==> src/rtl/uart_channel_buffer_pkg.sv <==
// Shared definitions for the UART channel buffer: TX FSM encodings and FIFO pointer sizing.
package uart_channel_buffer_pkg;

  localparam logic [2:0] ST_IDLE      = 3'd0;
  localparam logic [2:0] ST_ISSUE     = 3'd1;
  localparam logic [2:0] ST_WAIT_BUSY = 3'd2;
  localparam logic [2:0] ST_WAIT_DONE = 3'd3;
  localparam logic [2:0] ST_GAP       = 3'd4;

  // One extra pointer bit distinguishes full from empty when the low bits match.
  function automatic int ptr_w(input int depth);
    return $clog2(depth) + 1;
  endfunction

endpackage

==> src/rtl/uart_channel_buffer_sync_fifo.sv <==
// Synchronous FIFO with first-word-fall-through head; push when full and pop when empty are ignored.
module sync_fifo
  import uart_channel_buffer_pkg::*;
#(
  parameter int WIDTH = 8,
  parameter int DEPTH = 16
) (
  input  logic                     clk,
  input  logic                     rst,
  input  logic                     push,
  input  logic                     pop,
  input  logic [WIDTH-1:0]         wdata,
  output logic                     full,
  output logic                     empty,
  output logic [$clog2(DEPTH):0]   count,
  output logic [WIDTH-1:0]         head
);

  localparam int AW = $clog2(DEPTH);
  localparam int PW = ptr_w(DEPTH);

  logic [PW-1:0]    wr_ptr_q, wr_ptr_d;
  logic [PW-1:0]    rd_ptr_q, rd_ptr_d;
  logic [WIDTH-1:0] mem_q [DEPTH];
  logic             do_push, do_pop;

  always_comb begin
    full     = (wr_ptr_q[AW] != rd_ptr_q[AW]) && (wr_ptr_q[AW-1:0] == rd_ptr_q[AW-1:0]);
    empty    = (wr_ptr_q == rd_ptr_q);
    count    = wr_ptr_q - rd_ptr_q;
    head     = mem_q[rd_ptr_q[AW-1:0]];
    // Fullness is judged at the start of the cycle, so a same-cycle pop never frees room.
    do_push  = push && !full;
    do_pop   = pop && !empty;
    wr_ptr_d = wr_ptr_q + PW'(do_push);
    rd_ptr_d = rd_ptr_q + PW'(do_pop);
  end

  always_ff @(posedge clk) begin
    if (rst) begin
      wr_ptr_q <= '0;
      rd_ptr_q <= '0;
    end else begin
      wr_ptr_q <= wr_ptr_d;
      rd_ptr_q <= rd_ptr_d;
    end
  end

  always_ff @(posedge clk) begin
    if (do_push) mem_q[wr_ptr_q[AW-1:0]] <= wdata;
  end

endmodule

==> src/rtl/uart_channel_buffer.sv <==
// Per-interface UART byte buffer: RX capture FIFO toward the bus, TX queue feeding the controller.
module uart_channel_buffer
  import uart_channel_buffer_pkg::*;
#(
  parameter int NUM_DATA_BITS = 8,
  parameter int FIFO_DEPTH    = 16,
  parameter int TX_GAP_CYCLES = 0
) (
  input  logic                          sys_clk,
  input  logic                          rst,
  input  logic                          rx_new_data,
  input  logic [NUM_DATA_BITS-1:0]      rx_data,
  input  logic                          tx_write_ready,
  output logic                          tx_start,
  output logic [NUM_DATA_BITS-1:0]      tx_data,
  input  logic                          rd_en,
  output logic [NUM_DATA_BITS-1:0]      rd_data,
  output logic                          rx_empty,
  output logic [$clog2(FIFO_DEPTH):0]   rx_count,
  output logic                          rx_overflow,
  input  logic                          wr_en,
  input  logic [NUM_DATA_BITS-1:0]      wr_data,
  output logic                          tx_full,
  output logic                          tx_busy,
  output logic                          tx_overflow,
  input  logic                          clear_flags
);

  localparam int GW = (TX_GAP_CYCLES > 1) ? $clog2(TX_GAP_CYCLES) : 1;

  logic                         rx_new_q, rx_new_d;
  logic                         rx_ovf_q, rx_ovf_d;
  logic                         tx_ovf_q, tx_ovf_d;
  logic [2:0]                   state_q, state_d;
  logic [GW-1:0]                gap_q, gap_d;
  logic [NUM_DATA_BITS-1:0]     tx_data_q, tx_data_d;
  logic                         rx_push, rx_full, tx_pop, tx_empty;
  logic [NUM_DATA_BITS-1:0]     tx_head;
  logic [$clog2(FIFO_DEPTH):0]  tx_count;

  assign rx_new_d = rx_new_data;
  assign rx_push  = rx_new_data && !rx_new_q;

  sync_fifo #(.WIDTH(NUM_DATA_BITS), .DEPTH(FIFO_DEPTH)) u_rx_fifo (
    .clk(sys_clk), .rst(rst), .push(rx_push), .pop(rd_en), .wdata(rx_data),
    .full(rx_full), .empty(rx_empty), .count(rx_count), .head(rd_data)
  );

  sync_fifo #(.WIDTH(NUM_DATA_BITS), .DEPTH(FIFO_DEPTH)) u_tx_fifo (
    .clk(sys_clk), .rst(rst), .push(wr_en), .pop(tx_pop), .wdata(wr_data),
    .full(tx_full), .empty(tx_empty), .count(tx_count), .head(tx_head)
  );

  // A fresh overflow in the same cycle as clear_flags wins.
  always_comb begin
    rx_ovf_d = clear_flags ? 1'b0 : rx_ovf_q;
    tx_ovf_d = clear_flags ? 1'b0 : tx_ovf_q;
    if (rx_push && rx_full) rx_ovf_d = 1'b1;
    if (wr_en && tx_full)   tx_ovf_d = 1'b1;
  end

  always_comb begin
    state_d   = state_q;
    gap_d     = gap_q;
    tx_data_d = tx_data_q;
    tx_pop    = 1'b0;
    case (state_q)
      ST_IDLE: if (!tx_empty && tx_write_ready) begin
        tx_pop    = 1'b1;
        tx_data_d = tx_head;
        state_d   = ST_ISSUE;
      end
      ST_ISSUE:     state_d = ST_WAIT_BUSY;
      ST_WAIT_BUSY: if (!tx_write_ready) state_d = ST_WAIT_DONE;
      ST_WAIT_DONE: if (tx_write_ready) begin
        // Loaded with N-1 so GAP occupies exactly TX_GAP_CYCLES cycles.
        if (TX_GAP_CYCLES > 0) begin
          state_d = ST_GAP;
          gap_d   = GW'(TX_GAP_CYCLES - 1);
        end else begin
          state_d = ST_IDLE;
        end
      end
      ST_GAP: if (gap_q == '0) state_d = ST_IDLE;
              else             gap_d   = gap_q - 1'b1;
      default: state_d = ST_IDLE;
    endcase
  end

  always_ff @(posedge sys_clk) begin
    if (rst) begin
      rx_new_q  <= 1'b0;
      rx_ovf_q  <= 1'b0;
      tx_ovf_q  <= 1'b0;
      state_q   <= ST_IDLE;
      gap_q     <= '0;
      tx_data_q <= '0;
    end else begin
      rx_new_q  <= rx_new_d;
      rx_ovf_q  <= rx_ovf_d;
      tx_ovf_q  <= tx_ovf_d;
      state_q   <= state_d;
      gap_q     <= gap_d;
      tx_data_q <= tx_data_d;
    end
  end

  assign tx_start    = (state_q == ST_ISSUE);
  assign tx_data     = tx_data_q;
  assign tx_busy     = (state_q != ST_IDLE) || (tx_count != '0);
  assign rx_overflow = rx_ovf_q;
  assign tx_overflow = tx_ovf_q;

endmodule

==> config.mk <==
export PLATFORM = sky130hd
export DESIGN_NAME = uart_channel_buffer
export DESIGN_NICKNAME = d
export VERILOG_FILES = /design/src/rtl/uart_channel_buffer_pkg.sv /design/src/rtl/uart_channel_buffer_sync_fifo.sv /design/src/rtl/uart_channel_buffer.sv
export SDC_FILE = /design/constraint.sdc
export NUM_CORES = 1
export LEC_CHECK = 0
export CAP_MARGIN = 20
export CORE_UTILIZATION = 35
export DETAILED_ROUTE_END_ITERATION = 12
export PLACE_DENSITY = 0.53
export SETUP_SLACK_MARGIN = 0.1
export SKIP_LAST_GASP = 1
export SLEW_MARGIN = 20
export SYNTH_ARGS = -nofsm -noshare
export SYNTH_HDL_FRONTEND = slang
export SYNTH_SLANG_ARGS = --single-unit
==> constraint.sdc <==
create_clock -name sys_clk -period 4.06 [get_ports sys_clk]
set_clock_uncertainty 0.05 [all_clocks]
set_input_delay 0.812 -clock sys_clk [delete_from_list [all_inputs] [get_ports sys_clk]]
set_output_delay 0.812 -clock sys_clk [all_outputs]
set_load 0.1 [all_outputs]
* Word-level counts from Yosys, hierarchy flattened
Memory sizes are Yosys's and may differ from the RTL's. A register that Yosys moved wholly into a read port is not among the register bits. Index checks and enable logic that the tools add are counted.
Storage, ports and cells: bits in registers 27, memory bits (writable) 256, bits of input ports 23, output and inout bits 27, logic and storage cells 71, memories kept 2
Operators by class: $add $sub $neg 7, equal/unequal tests 14, multiplexer cells 16, reductions and logical operators 23
Memory list:
- u_rx_fifo.mem_q | depth 16, bits a word 8, rd ports 1, clocked after memory_dff 1, wr ports 1, line uart_channel_buffer_sync_fifo.sv:24 | logic [WIDTH-1:0] mem_q [DEPTH];
- u_tx_fifo.mem_q | depth 16, bits a word 8, rd ports 1, clocked after memory_dff 1, wr ports 1, line uart_channel_buffer_sync_fifo.sv:24
Operators with widths (count):
- $add 5x1->5 | 4
- $pmux 3 s5 | 1
- $mux 3 | 4
- $eq 5x5->1 | 2
- $logic_and 1x1->1 | 10
- $mux 1 | 10
- $sub 5x5->5 | 2
- $eq 4x4->1 | 2
- $ne 2x2->1 const B | 4
- $eq 3x2->1 const B | 2
- $logic_not 1->1 | 5
- $reduce_bool 5->1 | 1
- $mux 4 | 1
- $reduce_and 4->1 | 1
- $reduce_bool 2->1 | 2
- $eq 3x1->1 const B | 1
- $eq 3x3->1 const B | 1
- $logic_not 3->1 | 1
- $reduce_bool 3->1 | 1
- $ne 1x1->1 | 2
- $reduce_and 2->1 | 1
- $logic_or 1x1->1 | 1
- $sub 1x1->1 const B | 1

* Depth between registers and ports, before layout
Gate-level depths: netlist (run 1).
depth after elaboration 7, mapped depth 12, depth with buffers taken out 10

* By module
Synthesis (run 1) repeated with hierarchy kept, for this count alone.
Second synthesis, totals: cell total of the unflattened synthesis 646, area total of the unflattened synthesis 11712.5 um^2
By module, submodules not included:
- sync_fifo (u_tx_fifo) | instances 1, cells an instance 302, area an instance 5600.4 um^2, seq. area each 4043.9 um^2
- sync_fifo (u_rx_fifo) | instances 1, cells an instance 285, area an instance 5522.8 um^2, seq. area each 4043.9 um^2
- uart_channel_buffer | instances 1, cells an instance 59, area an instance 589.3 um^2, seq. area each 260.2 um^2

* Worst setup path before layout (run 1)
No wires, ideal clock.
kind flip-flop to flip-flop, start point register u_tx_fifo.rd_ptr_q[3], end point register u_tx_fifo.wr_ptr_q[4], setup time 128 ps, data arrival time 3763 ps, data required time 3882 ps, slack 120 ps, cell stages (with the launch flop) 12, path buffers 1, clock period less this slack 3940 ps, path through dfxtp_1 clkbuf_1 inv_1 ha_1 and4_1 nor2b_1 nor2b_1 ha_1 ha_1 nand3_1 xor2_1 nor2_1
Between the ends: cells in the longest elaborated chain, start to end 5
RTL lines:
- start, declared | line uart_channel_buffer_sync_fifo.sv:23 | logic [PW-1:0] rd_ptr_q, rd_ptr_d;
- start signal, assigned | line uart_channel_buffer_sync_fifo.sv:45 | rd_ptr_q <= rd_ptr_d;
- $eq 4x4->1 | line uart_channel_buffer_sync_fifo.sv:28 | full = (wr_ptr_q[AW] != rd_ptr_q[AW]) && (wr_ptr_q[AW-1:0] == rd_ptr_q[AW-1:0]);
- $logic_and 1x1->1 | line uart_channel_buffer_sync_fifo.sv:28
- named net tx_full | line uart_channel_buffer.sv:23 | output logic tx_full,
- $logic_not 1->1 | line uart_channel_buffer_sync_fifo.sv:33 | do_push = push && !full;
- $logic_and 1x1->1 | line uart_channel_buffer_sync_fifo.sv:33
- $add 5x1->5 | line uart_channel_buffer_sync_fifo.sv:35 | wr_ptr_d = wr_ptr_q + PW'(do_push);
- end signal, assigned | line uart_channel_buffer_sync_fifo.sv:44 | wr_ptr_q <= wr_ptr_d;
- end, declared | line uart_channel_buffer_sync_fifo.sv:22 | logic [PW-1:0] wr_ptr_q, wr_ptr_d;
The timed path passes the listed nets, and every way through them passes these cells. A chain may end at the register's enable or synchronous reset.

==> results.yml, run 1 <==
setup_path:
  critPathMaxStageDelay_ps: 670
  timing.critical_path.buf_inv: 2
  reg2reg_from: "u_tx_fifo.rd_ptr_q[1]$_SDFF_PP0_"
  worstPathRequired_ps: 3200
  rr_worst_depth: 7
  end_kind: "output pin"
  rrSetupSlack_ps: 670
  critPathArrivalTime_ps: 2820
  crit_path_top_delay_cell: "dfxtp_2"
  worstSetupPathDepth: 4
  cp_max_fo: 15
  worstSetupStartpointType: "register"
  path_common_cell: "buf_4"
  cp_top_family: "multiplexers"
  path_cells: "buf_4 -> mux4_1 -> mux4_2 -> buf_4"
  crit_type: "reg -> out"
  r2r-end: "u_tx_fifo.mem_q[6][4]$_DFFE_PP_"
power_and_ir_drop:
  p_total_mw: 7.972
  ir_worst_vdd_v: 0.0005291
  power.leakage_nw: 4.421
  p_per_area_nw_per_um2: 579.7
timing:
  rsz0062_at_grt: "no"
  max_clock_freq_mhz: 271.5
  finalMaxSlewViolations: 0
  finalSetupTns_ps: 0
  setup_viol: 0
  finalHoldViolations: 0
  worstMarginPinSlew_ps: 994.6
  worst_slack_ps: 377.3
  period_minus_slack_ps: 3683
  slew_headroom: 0.3349
  finalCritPeriodShare: 0.9071
clock_tree:
  cts_sinks: 289
  clk_latency_ps: 560
  cts_resized: 0
  cts_tree: "built"
  numCtsBuffers: 30
  root_buffer: "clkbuf_16"
  ctsHoldBuffers: 0
  cts_setup_buffers: 0
  path_clk_slew_ps: 60
  cts_max_level: 1
  ctsLongestPathBuffers: 3
worst_hold_path:
  whs_endpoint: "rx_overflow$_SDFFE_PP0P_"
  hold_depth: 2
  hold_path.startpoint: "rx_overflow$_SDFFE_PP0P_"
  min-delay-path-class: "reg -> reg"
floorplan:
  die_w_microns: 184.3
  die-height_microns: 184.3
  die-area_sq_um: 33980
  rows: 66
  ios: 50
  start_util: 0.3567
  core_area_sq_um: 32620
logic_synthesis:
  ys_types: 41
  ys_ff_latch: 289
  postSynthAreaPerCell_sq_um: 18.12
  syn_inst: 642
  synthArstFlopShare: 0
  syn_nets: 687
  syn-cell-area_sq_um: 11630
  yosysSeqAreaShare: 0.7175
  yosysWarnings: 0
  synthFlopType: "edfxtp_1"
  synth_enable_flop_cells: 256
cells_and_area:
  drive_gt1_frac: 0.1758
  layout_commonest_cell: "edfxtp_1"
  finalInstanceArea_sq_um: 13750
  area_growth_pct: 18.20
  final_cell_mix: "edfxtp_1, nor2_1, mux2i_1"
  nets: 768
  final_util: 0.4216
routing:
  first_iter_violations: 436
  ant_nets: 0
  via_per_inst: 5.002
  drt-wirelength-per-cell_microns: 20.98
  firstDrtPassIters: 5
  vias: 5942
  routed_wl_mm: 24.93
  drc: 0
global_routing:
  grt_pass1_wl_mm: 37.77
  gr-usage-all-layers: 0.1506
  grt_overflow_total: 0
  grt_pass1_vias: 6169
  antenna_found_initial: 1
  grt_max_degree: 58
placed_design:
  gp_congestion: 0.8266
  place_area_sq_um: 12710
  dp_slack_ps: 670.4
  dp_hpwl_mm: 16.26
  io_buffers: 49
outcome:
  status: "finished clean"
job:
  cap_violations: 0
sequential cells by signal, indices dropped and copies added, names as in the netlist:
name,cells
u_rx_fifo.mem_q,128
u_tx_fifo.mem_q,128
tx_data,8
u_rx_fifo.rd_ptr_q,5
u_rx_fifo.wr_ptr_q,5
u_tx_fifo.rd_ptr_q,5
u_tx_fifo.wr_ptr_q,5
state_q,2
rx_new_q,1
rx_overflow,1
tx_overflow,1
worst register-to-register path: cells and delay by family (launching register included):
kind	cells	cell delay, ps
and+or+nand+nor	5	1710
DFF	1	680
adders and majority gates	1	360
buffers and inverters	1	220
cell families after synthesis:
logic type                 share of synthesized area
DFF                                           0.7175
muxes                                         0.1396
and+or+nand+nor                              0.04635
buffers and inverters                        0.02258
xor gates and xnor gates                     0.01645
AOI/OAI and AO/OA                            0.03259
adders and majority gates                    0.02495
routing by layer:
layer,up-vias,track usage,wire [microns]
met5,-,0,0
met4,0,0.04000,530
met3,41,0.02509,1331
met2,156,0.2575,12180
met1,3027,0.1978,10890
li1,2718,-,-
worst max-delay path by stage:
stage / from / endpoint / slack, ps
6_report: u_rx_fifo.rd_ptr_q[0]$_SDFF_PP0_ / rd_data[4] / 380
4_1_cts: u_rx_fifo.rd_ptr_q[0]$_SDFF_PP0_ / rd_data[4] / 300
3_3_place_gp: u_tx_fifo.rd_ptr_q[1]$_SDFF_PP0_ / u_tx_fifo.mem_q[5][0]$_DFFE_PP_ / 870
5_1_grt: u_tx_fifo.rd_ptr_q[1]$_SDFF_PP0_ / tx_busy / 210
2_1_floorplan: u_tx_fifo.rd_ptr_q[3]$_SDFF_PP0_ / u_tx_fifo.wr_ptr_q[4]$_SDFF_PP0_ / 120
3_5_place_dp: u_tx_fifo.rd_ptr_q[1]$_SDFF_PP0_ / u_tx_fifo.mem_q[6][0]$_DFFE_PP_ / 670
cells in the mapped netlist, types with 6 or more instances:
cell,n,share of area
buf_2,8,0.0034
nor2b_1,13,0.0070
xnor2_1,10,0.0075
mux4_1,14,0.032
nor2_1,58,0.019
a221oi_1,8,0.0060
mux4_2,34,0.066
buf_6,6,0.0058
nand3_1,14,0.0060
mux2i_1,49,0.042
clkbuf_1,7,0.0023
nor3_1,9,0.0039
o21ai_0,8,0.0034
ha_1,20,0.022
a311oi_1,9,0.0068
inv_1,18,0.0058
edfxtp_1,256,0.66
o22ai_1,16,0.0086
nand2_1,8,0.0026
dfxtp_1,33,0.057
xor2_1,10,0.0075
metrics by stage:
step	instances	hold WS (ps)
3_5_place_dp	1133	445.8
5_1_grt	1187	502.3
2_1_floorplan	642	449.3
3_3_place_gp	1133	433.2
4_1_cts	1187	467.9
6_report	1188	461.5
area by class of cell:
class                      instances  area [sq um]
multi-input combinational        308          3024
inverter                          19         71.32
fill                            2864         18870
clock buffer                      40         828.3
timing repair buffer              75         708.2
tap                              442         553.0
clock inverter                    14         211.5
sequential                       289          8353
antenna                            1         2.502
report_power, final:
| part | total (mW) | switching, mW | internal (mW) |
|---|---|---|---|
| combinational | 1.73 | 1.11 | 0.621 |
| sequential | 3.39 | 0.0782 | 3.31 |
| clock | 2.85 | 1.10 | 1.75 |
Note: power is estimated with default switching activity, not from simulation.
==> run 2: changes to the inputs <==
- REMOVE_ABC_BUFFERS: unset -> 1
- SETUP_SLACK_MARGIN: 0.1 -> unset
==> run 2 against run 1 <==
  * Register-to-register slack worse by 70 ps
  * Sequential share of layout area increased by 1.0 points
  * Maximum frequency barely moved
  * Power down 4.5%
  * Worst setup slack about the same
  * Critical path type unchanged
  * Critical endpoint is now tx_busy
  * Largest cell class unchanged
==> results.yml, run 2 (same netlist as run 1, synthesis figures left out) <==
global_routing:
  grt_max_degree: 58
  grt_overflow_total: 0
  gr-usage-all-layers: 0.1425
  grt_pass1_vias: 6195
  antenna_found_initial: 0
  grt_pass1_wl_mm: 36.23
clock_tree:
  clk_latency_ps: 530
  cts_tree: "built"
  numCtsBuffers: 29
  cts_sinks: 289
  ctsHoldBuffers: 0
  root_buffer: "clkbuf_16"
  ctsLongestPathBuffers: 3
  cts_max_level: 1
  cts_setup_buffers: 0
  path_clk_slew_ps: 60
  cts_resized: 0
placed_design:
  io_buffers: 49
  place_area_sq_um: 12650
  dp_slack_ps: 598.5
  gp_congestion: 0.8108
  dp_hpwl_mm: 16.05
routing:
  vias: 5815
  first_iter_violations: 295
  ant_nets: 0
  routed_wl_mm: 23.77
  drt-wirelength-per-cell_microns: 20.19
  via_per_inst: 4.941
  drc: 0
  firstDrtPassIters: 5
job:
  cap_violations: 0
timing:
  finalCritPeriodShare: 0.9070
  rsz0062_at_grt: "no"
  worstMarginPinSlew_ps: 991.8
  hold_slack_ps: 457.1
  finalMaxSlewViolations: 0
  period_minus_slack_ps: 3682
  setup_viol: 0
  finalSetupTns_ps: 0
  max_clock_freq_mhz: 271.6
  worst_slack_ps: 377.6
  slew_headroom: 0.3388
  finalHoldViolations: 0
floorplan:
  rows: 66
  die-height_microns: 184.3
  die_w_microns: 184.3
  start_util: 0.3567
  die-area_sq_um: 33980
  ios: 50
  core_area_sq_um: 32620
cells_and_area:
  final_cell_mix: "edfxtp_1, nor2_1, mux2i_1"
  drive_gt1_frac: 0.1524
  area_growth_pct: 16.21
  finalInstanceArea_sq_um: 13520
  insertedDiodeCount: 0
  layout_commonest_cell: "edfxtp_1"
  nets: 759
power_and_ir_drop:
  power.leakage_nw: 4.297
  internal_power_mw: 5.361
  switching_power_mw: 2.250
  p_comb_frac: 0.232
  swShare: 0.2956
  p_per_area_nw_per_um2: 562.9
  p_total_mw: 7.611
  clkPwrFrac: 0.324
  p_seq_frac: 0.443
  ir_worst_vdd_v: 0.0004310
setup_path:
  crit_type: "reg -> out"
  end_kind: "output pin"
  cp_max_fo: 14
  critPathArrivalTime_ps: 2820
  worstPathRequired_ps: 3200
  worstSetupStartpointType: "register"
outcome:
  status: "finished clean"
worst_hold_path:
  min-delay-path-class: "reg -> reg"
## run 2: cell count changes in the layout (fill, tap and decap cells not counted), sizes merged
cell	change
inv	-1
clkinv	+8
bufinv	-3
clkbuf	-5
diode	-1
buf	-8
clkinvlp	-1
## run 2: cell type report
cell class | instances | area, sq um
clock inverter | 17 | 122.6
sequential | 289 | 8353
inverter | 19 | 71.32
multi-input combinational | 308 | 3024
clock buffer | 35 | 748.2
fill | 2878 | 19100
tap | 442 | 553.0
timing repair buffer | 67 | 648.1
## run 2: worst paths after layout
path / start / endpoint / slack [ps] / cells past startpoint
hold / removal: rx_overflow$_SDFFE_PP0P_ / rx_overflow$_SDFFE_PP0P_ / 460 / 2
setup / recovery: u_tx_fifo.rd_ptr_q[1]$_SDFF_PP0_ / tx_busy / 380 / 7
setup reg to reg: u_tx_fifo.rd_ptr_q[1]$_SDFF_PP0_ / u_tx_fifo.mem_q[7][7]$_DFFE_PP_ / 600 / 7
hold reg to reg: rx_overflow$_SDFFE_PP0P_ / rx_overflow$_SDFFE_PP0P_ / 460 / 2
## run 2: worst max-delay path, stage by stage (launching register included)
cell and delay (ps):
dfxtp_1 710, inv_1 210, fa_1 510, a21o_1 200, a21oi_1 180, xor2_1 160
nand3_1 140, buf_12 190
## run 2: layer usage
layer	vias up	global-route usage	wire length (microns)
li1	2693	-	-
met1	2935	0.1788	10010
met2	148	0.2540	12230
met3	39	0.02173	981
met4	0	0.03967	542
met5	-	0	0
## run 2: power groups by stage
stage	logic (mW)	registers [mW]	clock network, mW
after floorplan	1.01	3.72	0
after global placement	1.74	3.43	0
after detailed placement	1.78	3.43	0
after CTS	1.79	3.37	2.53
after global routing	1.87	3.38	2.64
final	1.77	3.37	2.47
## run 2: per-stage QoR
stage          std cells  utilization
2_1_floorplan        616            -
3_3_place_gp        1125       0.3878
3_5_place_dp        1125       0.3878
4_1_cts             1177       0.4145
5_1_grt             1177       0.4145
6_report            1177       0.4145
==> run 3: changes to the inputs <==
- GPL_TIMING_DRIVEN: unset -> 0
==> run 3 against run 2 <==
  * Maximum frequency shrank 5.2%
  * Non-clock buffer count shrank 14
  * First-iteration DRC count shrank 21%
  * Die area is the same
  * Via count shrank 2.7%
  * Register-to-register slack lost 170 ps
  * Count of clock-buffer cells in the layout grew 10
  * Combinational power shrank 8%
  * Largest cell class unchanged
  * Highest routed layer unchanged
==> results.yml, run 3 (same netlist as run 1, synthesis figures left out) <==
worst_hold_path:
  min-delay-path-class: "reg -> reg"
setup_path:
  worstSetupStartpointType: "register"
  crit_type: "reg -> out"
  end_kind: "output pin"
  worstPathRequired_ps: 3200
  crit_path_top_delay_cell: "dlygate4sd2_1"
  critPathMaxStageDelay_ps: 610
  critPathArrivalTime_ps: 3020
  cp_max_fo: 18
  path_cells: "buf_12 -> mux4_1 -> mux4_2 -> dlygate4sd2_1"
global_routing:
  grt_max_degree: 35
  grt_overflow_total: 0
  grt_pass1_wl_mm: 34.29
  grt_util_met2: 0.2364
  top_usage_layer: "met2"
  antenna_found_initial: 0
  use_met1: 0.1691
  gr-usage-all-layers: 0.1339
  met3_usage: 0.02193
  grt_pass1_vias: 5960
cells_and_area:
  final_cells: 1163
  nets: 745
  area_growth_pct: 15.61
  nFillCells: 2923
  drive_gt1_frac: 0.1331
  finalInstanceArea_sq_um: 13450
  insertedDiodeCount: 0
  final_cell_mix: "edfxtp_1, nor2_1, mux2i_1"
  layout_commonest_cell: "edfxtp_1"
routing:
  vias: 5658
  firstDrtPassIters: 4
  routed_wl_mm: 22.34
  drc: 0
  drt-wirelength-per-cell_microns: 19.21
  first_iter_violations: 234
  via_per_inst: 4.865
  ant_nets: 0
timing:
  finalHoldViolations: 0
  period_minus_slack_ps: 3882
  max_clock_freq_mhz: 257.6
  rsz0062_at_grt: "no"
  slew_headroom: 0.3414
  worstMarginPinSlew_ps: 984.8
  finalMaxSlewViolations: 0
  worst_slack_ps: 177.5
  finalCritPeriodShare: 0.9563
  setup_viol: 0
clock_tree:
  clk_latency_ps: 530
  root_buffer: "clkbuf_16"
  cts_max_level: 1
  cts_sinks: 289
  cts_tree: "built"
  path_clk_slew_ps: 60
  numCtsBuffers: 29
  ctsLongestPathBuffers: 3
power_and_ir_drop:
  ir_worst_vdd_v: 0.0004886
  internal_power_mw: 5.292
  p_total_mw: 7.501
  p_seq_frac: 0.458
  clkPwrFrac: 0.327
  p_comb_frac: 0.216
  power.leakage_nw: 4.240
  p_per_area_nw_per_um2: 557.6
  switching_power_mw: 2.209
  swShare: 0.2945
floorplan:
  start_util: 0.3567
  rows: 66
  die-height_microns: 184.3
  die-area_sq_um: 33980
  core_area_sq_um: 32620
  ios: 50
  die_w_microns: 184.3
outcome:
  status: "finished clean"
placed_design:
  dp_slack_ps: -138.6
  dp_cells: 1109
  gp_congestion: 0.7798
  place_area_sq_um: 12550
  io_buffers: 49
  dp_hpwl_mm: 14.83
job:
  cap_violations: 0
[run 3: cell types whose count changed in the layout (fill, tap and decap cells not counted), sizes merged]
cell           before  now
bufinv              2    1
clkdlybuf4s15       0    2
buf                34    6
clkinvlp            0    1
clkbuf             35   45
clkinv             15    5
dlygate4sd2         0   12
[run 3: final timing paths]
kind | cells after the start | slack, ps | endpoint | startpoint
max | 4 | 180 | rd_data[5] | u_rx_fifo.rd_ptr_q[0]$_SDFF_PP0_
min | 2 | 460 | rx_overflow$_SDFFE_PP0P_ | rx_overflow$_SDFFE_PP0P_
max reg2reg | 7 | 430 | u_tx_fifo.mem_q[7][0]$_DFFE_PP_ | u_tx_fifo.rd_ptr_q[1]$_SDFF_PP0_
min reg2reg | 2 | 460 | rx_overflow$_SDFFE_PP0P_ | rx_overflow$_SDFFE_PP0P_
[run 3: layer usage]
metal | vias to the layer above | wire, microns
li1 | 2667 | -
met1 | 2837 | 9641
met2 | 115 | 11220
met3 | 39 | 891
met4 | 0 | 585
met5 | - | 0
[run 3: area by class of cell]
cell class / count / area (sq um) / share of cell area
repair buffers: 53 / 543.0 / 0.04037
flip-flops and latches: 289 / 8357 / 0.6212
multi-input cells: 308 / 3059 / 0.2274
well taps: 442 / 553.0 / 0.04111
clock inverters: 7 / 62.56 / 0.004651
clock buffers: 45 / 805.8 / 0.05990
inverters: 19 / 71.32 / 0.005302
[run 3: power by group through the flow]
stage / clock [mW] / combinational [mW] / sequential (mW)
floorplan: 0 / 1.01 / 3.72
global placement: 0 / 1.53 / 3.60
detailed placement: 0 / 1.59 / 3.54
CTS: 2.51 / 1.56 / 3.48
global route: 2.63 / 1.71 / 3.45
finish: 2.45 / 1.62 / 3.43
[run 3: through the flow]
step,hold slack [ps],util,TNS [ps]
after floorplan,449.1,-,-148580
after global placement,423.6,0.3828,-239780
after detailed placement,445.8,0.3846,-138.6
after CTS,460.7,0.4109,-152.8
after global routing,501.9,0.4124,0
final,459.1,0.4124,0
[run 3: timing repair]
item,CTS,global route
resized for setup,21,4
setup endpoints to repair,15,22
hold buffers,0,0
setup buffers,0,2
[run 3: worst max-delay path, delay by kind of cell, from the launching register on]
kind,cells,cell delay [ps]
buffers and inverters,2,850
multiplexers,2,1030
flip-flops,1,590
